$ cat config.mk
export PLATFORM = sky130hd
export DESIGN_NAME = cycle_config_sequencer
export DESIGN_NICKNAME = d
export VERILOG_FILES = /design/src/rtl/cycle_config_sequencer.sv
export SDC_FILE = /design/constraint.sdc
export NUM_CORES = 1
export LEC_CHECK = 0
export ABC_AREA = 1
export BUFFER_PORTS_ARGS = -buffer_cell sky130_fd_sc_hd__buf_4
export CAP_MARGIN = 20
export CORE_UTILIZATION = 25
export DETAILED_ROUTE_END_ITERATION = 8
export SYNTH_ARGS = -nofsm -noshare
export SYNTH_HDL_FRONTEND = slang
export SYNTH_SLANG_ARGS = --single-unit
export TNS_END_PERCENT = 50
$ cat constraint.sdc
create_clock -name clock -period 4.8 [get_ports clock]
set_input_delay 0 -clock clock [delete_from_list [all_inputs] [get_ports clock]]
set_output_delay 0 -clock clock [all_outputs]
set_load 0.005 [all_outputs]
$ cat src/rtl/cycle_config_sequencer.sv
// cycle_config_sequencer
//
// Owns the backend cycle controller's configuration bus and timer enable.
// The host fills a 10-word shadow file, then requests a commit. The block
// stops the backend timer, streams the shadow words over the config port,
// runs the backend for run_count update cycles (0 = until abort) and pulses
// done when the commit ends.
//
// Ports:
//   clock, reset            single clock, synchronous active-high reset
//   host_wr_en/addr/wdata   shadow write port (accepted only while idle)
//   host_wr_err             one-cycle pulse after a rejected write
//   commit_req/commit_ack   level request / one-cycle accept pulse
//   run_count               update cycles per commit, latched at accept
//   abort                   ends the current commit through DONE
//   update_cycle_complete   completion indication from the backend
//   write_config_n, config_address, config_data   backend config port
//   timer_enable            backend timer enable
//   busy, done, cycles_done status
//
// Every output is a register loaded from the next-state decode, so the
// output values line up with the state the machine is in during that cycle.
module cycle_config_sequencer #(
  parameter int NUM_CONFIG_WORDS = 10,
  parameter int RUN_COUNT_WIDTH  = 8
) (
  input  logic                       clock,
  input  logic                       reset,
  input  logic                       host_wr_en,
  input  logic [5:0]                 host_addr,
  input  logic [15:0]                host_wdata,
  output logic                       host_wr_err,
  input  logic                       commit_req,
  output logic                       commit_ack,
  input  logic [RUN_COUNT_WIDTH-1:0] run_count,
  input  logic                       abort,
  input  logic                       update_cycle_complete,
  output logic                       write_config_n,
  output logic [5:0]                 config_address,
  output logic [15:0]                config_data,
  output logic                       timer_enable,
  output logic                       busy,
  output logic                       done,
  output logic [RUN_COUNT_WIDTH-1:0] cycles_done
);

  localparam int             IDX_W      = $clog2(NUM_CONFIG_WORDS);
  localparam logic [5:0]     NUM_WORDS  = 6'(NUM_CONFIG_WORDS);
  localparam logic [IDX_W-1:0] LAST_IDX = IDX_W'(NUM_CONFIG_WORDS - 1);

  typedef enum logic [2:0] {
    S_IDLE, S_STOP, S_LOAD, S_ARM, S_RUN, S_RESTART, S_DONE
  } state_t;

  state_t                     state, next_state;
  logic [IDX_W-1:0]           load_idx, next_load_idx;
  logic [15:0]                shadow [NUM_CONFIG_WORDS];
  logic [RUN_COUNT_WIDTH-1:0] run_target;
  logic [RUN_COUNT_WIDTH-1:0] cycles_inc;
  logic                       uc_prev;
  logic                       cycle_event;
  logic                       accept;
  logic                       addr_ok;
  logic                       skip_run;

  assign accept      = (state == S_IDLE) && commit_req;
  assign addr_ok     = host_addr < NUM_WORDS;
  // Rising edge of the backend completion, counted only while running.
  assign cycle_event = (state == S_RUN) && update_cycle_complete && !uc_prev;
  assign cycles_inc  = cycles_done + RUN_COUNT_WIDTH'(1);
  // Words 4 and 5 both zero means the loaded configuration has nothing to run.
  assign skip_run    = (shadow[4] == 16'h0000) && (shadow[5] == 16'h0000);

  // NOTE: every signal driven here gets a default first so no path through
  // the case leaves it unassigned, which would infer a latch.
  always_comb begin
    next_state    = state;
    next_load_idx = load_idx;
    unique case (state)
      S_IDLE:    if (commit_req) next_state = S_STOP;
      S_STOP: begin
        next_state    = S_LOAD;
        next_load_idx = '0;
      end
      S_LOAD: begin
        if (load_idx == LAST_IDX) next_state = skip_run ? S_DONE : S_ARM;
        else                      next_load_idx = load_idx + IDX_W'(1);
      end
      S_ARM:     next_state = S_RUN;
      S_RUN: begin
        if (cycle_event) begin
          if ((run_target != '0) && (cycles_inc == run_target)) next_state = S_DONE;
          else                                                   next_state = S_RESTART;
        end
      end
      S_RESTART: next_state = S_RUN;
      S_DONE:    next_state = S_IDLE;
      default:   next_state = S_IDLE;
    endcase
    // Abort overrides any transition, including a same-cycle final event;
    // the event itself is still counted by the register process.
    if (abort && (state != S_IDLE) && (state != S_DONE)) next_state = S_DONE;
  end

  // NOTE: sequential state uses non-blocking assignments so every register
  // samples the pre-edge values regardless of statement order.
  always_ff @(posedge clock) begin
    if (reset) begin
      state          <= S_IDLE;
      load_idx       <= '0;
      uc_prev        <= 1'b0;
      run_target     <= '0;
      cycles_done    <= '0;
      host_wr_err    <= 1'b0;
      commit_ack     <= 1'b0;
      busy           <= 1'b0;
      done           <= 1'b0;
      timer_enable   <= 1'b0;
      write_config_n <= 1'b1;
      config_address <= '0;
      config_data    <= '0;
      // NOTE: the shadow file is cleared on reset because a commit straight
      // after reset must load defined zeros, not leftover contents.
      for (int i = 0; i < NUM_CONFIG_WORDS; i++) shadow[i] <= '0;
    end else begin
      state    <= next_state;
      load_idx <= next_load_idx;
      uc_prev  <= update_cycle_complete;

      if (accept) begin
        run_target  <= run_count;
        cycles_done <= '0;
      end else if (cycle_event) begin
        cycles_done <= cycles_inc;
      end

      if (host_wr_en && (state == S_IDLE) && addr_ok)
        shadow[host_addr[IDX_W-1:0]] <= host_wdata;
      host_wr_err <= host_wr_en && !((state == S_IDLE) && addr_ok);

      commit_ack     <= (next_state == S_STOP);
      busy           <= (next_state != S_IDLE);
      done           <= (next_state == S_DONE);
      timer_enable   <= (next_state == S_ARM) || (next_state == S_RUN);
      write_config_n <= (next_state != S_LOAD);
      if (next_state == S_LOAD) begin
        config_address <= 6'(next_load_idx);
        config_data    <= shadow[next_load_idx];
      end
    end
  end

endmodule
# Word level (Yosys, flattened, before mapping)
# Memory sizes are Yosys's and may differ from the RTL's. A register that Yosys moved wholly into a read port is not among the register bits.
# Index checks and enable logic that the tools add are counted.
# totals
register_bits	34
out_inout_bits	36
ram_bits	160
mem_count	1
elab_cells	70
# mem_list
name	words	width	read_ports	rd_ports_with_merged_regs	wr	line	text
shadow	10	16	3	1	10	57	logic [15:0] shadow [NUM_CONFIG_WORDS];
# op_classes
n_mux	17
n_addsub	2
reduce_logical	23
magnitude_cmp	1
eq_ne	14
# op_table
operator	n
16-bit logical NOT	2
16-bit two-way mux	1
16-bit OR reduction	1
3-bit two-way mux	5
3-bit case mux with 5 select lines	1
3-bit by 2-bit == test with 1-bit output, second input constant	4
3-bit == test, second input constant	4
1-bit logical AND	11
8-bit by 1-bit adder with 8-bit output, second input constant	1
8-bit == test	1
4-bit two-way mux	2
4-bit case mux with 2 select lines	1
8-bit nonzero test	1
3-bit by 1-bit == test with 1-bit output, second input constant	2
6-bit by 4-bit < comparator with 1-bit output, second input constant	1
1-bit two-way mux	6
3-bit nonzero test	2
4-bit by 1-bit adder with 4-bit output, second input constant	1
4-bit == test, second input constant	1
2-bit OR reduction	2
3-bit logical NOT	1
3-bit by 2-bit != test with 1-bit output, second input constant	1
3-bit != test, second input constant	1
1-bit logical NOT	2
2 further kinds	2

# Logic depth before layout (Yosys ltp)
# depth
ltp_word	9
depth_mapped	18
depth_no_buf	17

# Least setup slack after synthesis
# Ideal clock, no wire load.
# synth_timing
kind	reg2reg
start	register state[2]
end	memory shadow[0][0], enable pin
setup_ns	0.372
t_required_ns	4.428
path_stages_with_launch	13
slack_ns	2.219
t_arrival_ns	2.210
path_buffers	1
path_cell_list	dfxtp_1 inv_2 nand2_1 nor2_1 inv_2 a2111oi_4 nand2_1 nor2_4 inv_2 nor3_4 nand2_1 buf_2 nand2_1
# synth_rtl
element	line	text
start, declared	55	state_t state, next_state;
start signal, assigned	126	state <= next_state;
end, declared	57	

==> results.py <==
metrics = {
    "status": {
        "status": "complete, no violations",
    },
    "sta": {
        "finalHoldViolCount": 0,
        "slew_viol_final": 0,
        "setup_viol": 0,
        "finalCritPeriodShare_pct": 72.6,
        "worstMarginPinSlew_ns": 0.958,
        "setup_tns_ns": 0,
        "slew_headroom_pct": 36.1,
        "finClkSkew_ns": 0.0204,
        "period_minus_slack_ns": 3.48,
        "fmax_mhz": 287,
        "setup_slack_ns": 1.32,
        "rsz0062_at_grt": "false",
    },
    "synth": {
        "netlist_area_sq_um": 13600,
        "yosys-top-cells-count": "edfxtp_1 (256), nor2_1 (235), nand2_1 (174)",
        "yosysWarnings": 0,
        "synthDominantCellAreaShare_pct": 56.6,
        "yosysTopAreaCell": "edfxtp_1",
        "synth.ff_latch_count": 306,
        "async_flop_share_pct": 0,
        "synth_edf_count": 256,
        "seq_area_frac_synth_pct": 64.0,
        "synth_cells": 1302,
        "syn_area_per_cell_sq_um": 10.4,
        "synth_top_flop_cell": "edfxtp_1",
        "synth.area.top_cells": "edfxtp_1 (57%), dfxtp_1 (7.4%), o211ai_1 (7.1%)",
        "yosysMostFrequentCell": "edfxtp_1",
        "ys_types": 32,
    },
    "pwr": {
        "power_density_nw_per_um2": 496,
        "ir_drop_mv": 0.243,
        "p_leak_nw": 6.37,
    },
    "clock_network": {
        "cts_buffers": 34,
        "clock-sinks": 306,
        "cts_hold_buf": 15,
        "cts-root-buf": "clkbuf_16",
        "clkTransAtPathRegs_ns": 0.06,
        "h-tree-depth": 2,
        "post_cts_buffers": 0,
        "cts_buffer_depth": 3,
        "insertion_delay_ns": 0.51,
        "post_cts_resized": 0,
        "tritoncts": "done",
    },
    "grt": {
        "grt_pass1_vias": 9615,
        "grt_max_degree": 67,
        "antenna_found_initial": 0,
        "grtUsageMet3_pct": 2.71,
        "top_usage_layer": "met2",
        "met2_usage_pct": 19.6,
        "grtUsageTotal_pct": 13.0,
        "grt.overflow.total": 0,
        "met1_usage_pct": 18.7,
        "grt_pass1_wl_um": 55200,
    },
    "detailed_routing": {
        "drc_errors": 0,
        "antenna_left": 0,
        "drt_wl_total_um": 36200,
        "drt_pre_antenna_iters": 5,
        "routed_via_density": 4.57,
        "drtIter0Drc": 969,
        "vias": 9955,
        "wl_per_cell_um": 16.6,
    },
    "placed_design": {
        "hpwl_um": 23700,
        "place_inst": 2103,
        "place.port_buffers": 69,
        "place_congestion": 0.866,
        "pre_cts_slack_ns": 1.42,
    },
    "floorplan": {
        "placementRows": 85,
        "die_h_um": 235,
        "die_w_um": 235,
        "core_sq_um": 53700,
        "die-area_sq_um": 55200,
        "start_util_pct": 25.3,
        "io_pins": 72,
    },
    "layout": {
        "multi_input_area_sq_um": 4580,
        "final_cells": 2178,
        "drive_above_1_share_pct": 17.3,
        "areaGrowthSynthToFinish_pct": 20.9,
        "diodes": 0,
        "nFillCells": 5490,
        "finalNetCount": 1497,
        "final_core_util_pct": 30.6,
        "seqCellArea_sq_um": 8690,
    },
    "worst_setup_path": {
        "worstSetupEndpointType": "flop",
        "critPathRequiredTime_ns": 4.95,
        "critPathMaxFanout": 18,
        "crit_type": "reg -> reg",
        "start_kind": "flop",
        "critPathArrivalTime_ns": 3.63,
    },
    "worst_hold_path": {
        "holdCritPathClass": "in -> reg",
    },
    "run": {
        "drv_cap": 0,
    },
}
==> logic make-up after synthesis <==
logic type / share of synthesized area, %
adder cells (fa/ha/maj): 0.277
XOR/XNOR: 0.360
AND/OR/NAND/NOR: 21.4
flip-flops: 64.0
other: 0.0276
AO/OA/AOI/OAI: 8.94
buffers and inverters: 5.02
==> worst max-delay path, stage by stage (launching register included) <==
cell and delay (ns):
dfxtp_1 0.34, inv_2 0.06, nand2_1 0.09, nor2_1 0.19, inv_2 0.08, a2111oi_4 0.24
nand2_1 0.15, nor2_4 0.41, inv_2 0.14, nor3_4 0.30, nand2_1 0.43, nand2_1 0.67
==> final cells by class <==
class,instances,share of cell area [%]
Multi-Input combinational cell,922,27.9
Timing Repair Buffer,96,4.62
Clock buffer,41,5.47
Tap cell,696,5.31
Clock inverter,19,1.52
Sequential cell,306,52.9
Inverter,98,2.25
==> registers in the layout, summed over array words and instances (netlist names), 3 cells and up <==
register	flops
config_data	16
shadow	256
run_target	8
load_idx	4
cycles_done	8
config_address	4
state	3
==> worst paths after layout <==
| check | start | end | slack [ns] | cells past startpoint |
|---|---|---|---|---|
| max | state[2] | shadow[0][4] | 1.32 | 11 |
| min | host_addr[0] | shadow[7][3] | 0.14 | 3 |
| max reg2reg | state[2] | shadow[0][4] | 1.32 | 11 |
| min reg2reg | run_target[5] | run_target[5] | 0.50 | 2 |
==> metrics by stage <==
stage                     area, sq um  power (mW)  hold slack, ns
after floorplan                 13900        4.77           0.107
after global placement          15100        5.44           0.220
after detailed placement        15100        5.47           0.225
after CTS                       16400        8.18           0.118
after global routing            16400        8.57           0.172
final                           16400        8.14           0.139
==> report_power, final <==
group	switching (mW)	internal, mW
logic	1.39	0.846
registers	0.112	3.10
clock network	1.04	1.66
total	2.54	5.60
==> routing by layer <==
layer  part of all wire, %  vias up
met1                    46     4773
li1                      -     4711
met2                    43      422
met4                   2.0        0
met5                     0        -
met3                   8.9       49
==> layout by cell type, fill, tap and decap left out, types with 4 or more instances in the layout <==
master,synthesis,final
a21oi_1,15,15
buf_4,2,81
bufinv_16,0,6
clkbuf_1,45,6
clkbuf_16,0,35
clkinv_2,0,10
conb_1,1,98
dfxtp_1,50,50
dlygate4sd3_1,0,15
edfxtp_1,256,256
inv_1,93,92
inv_2,4,4
nand2_1,174,172
nand3_1,111,111
nand3_2,4,4
nand4_1,6,6
nor2_1,235,235
o211ai_1,128,128
o21ai_0,22,22
or2_2,106,106
No activity file was read; power rests on OpenSTA's default activity.
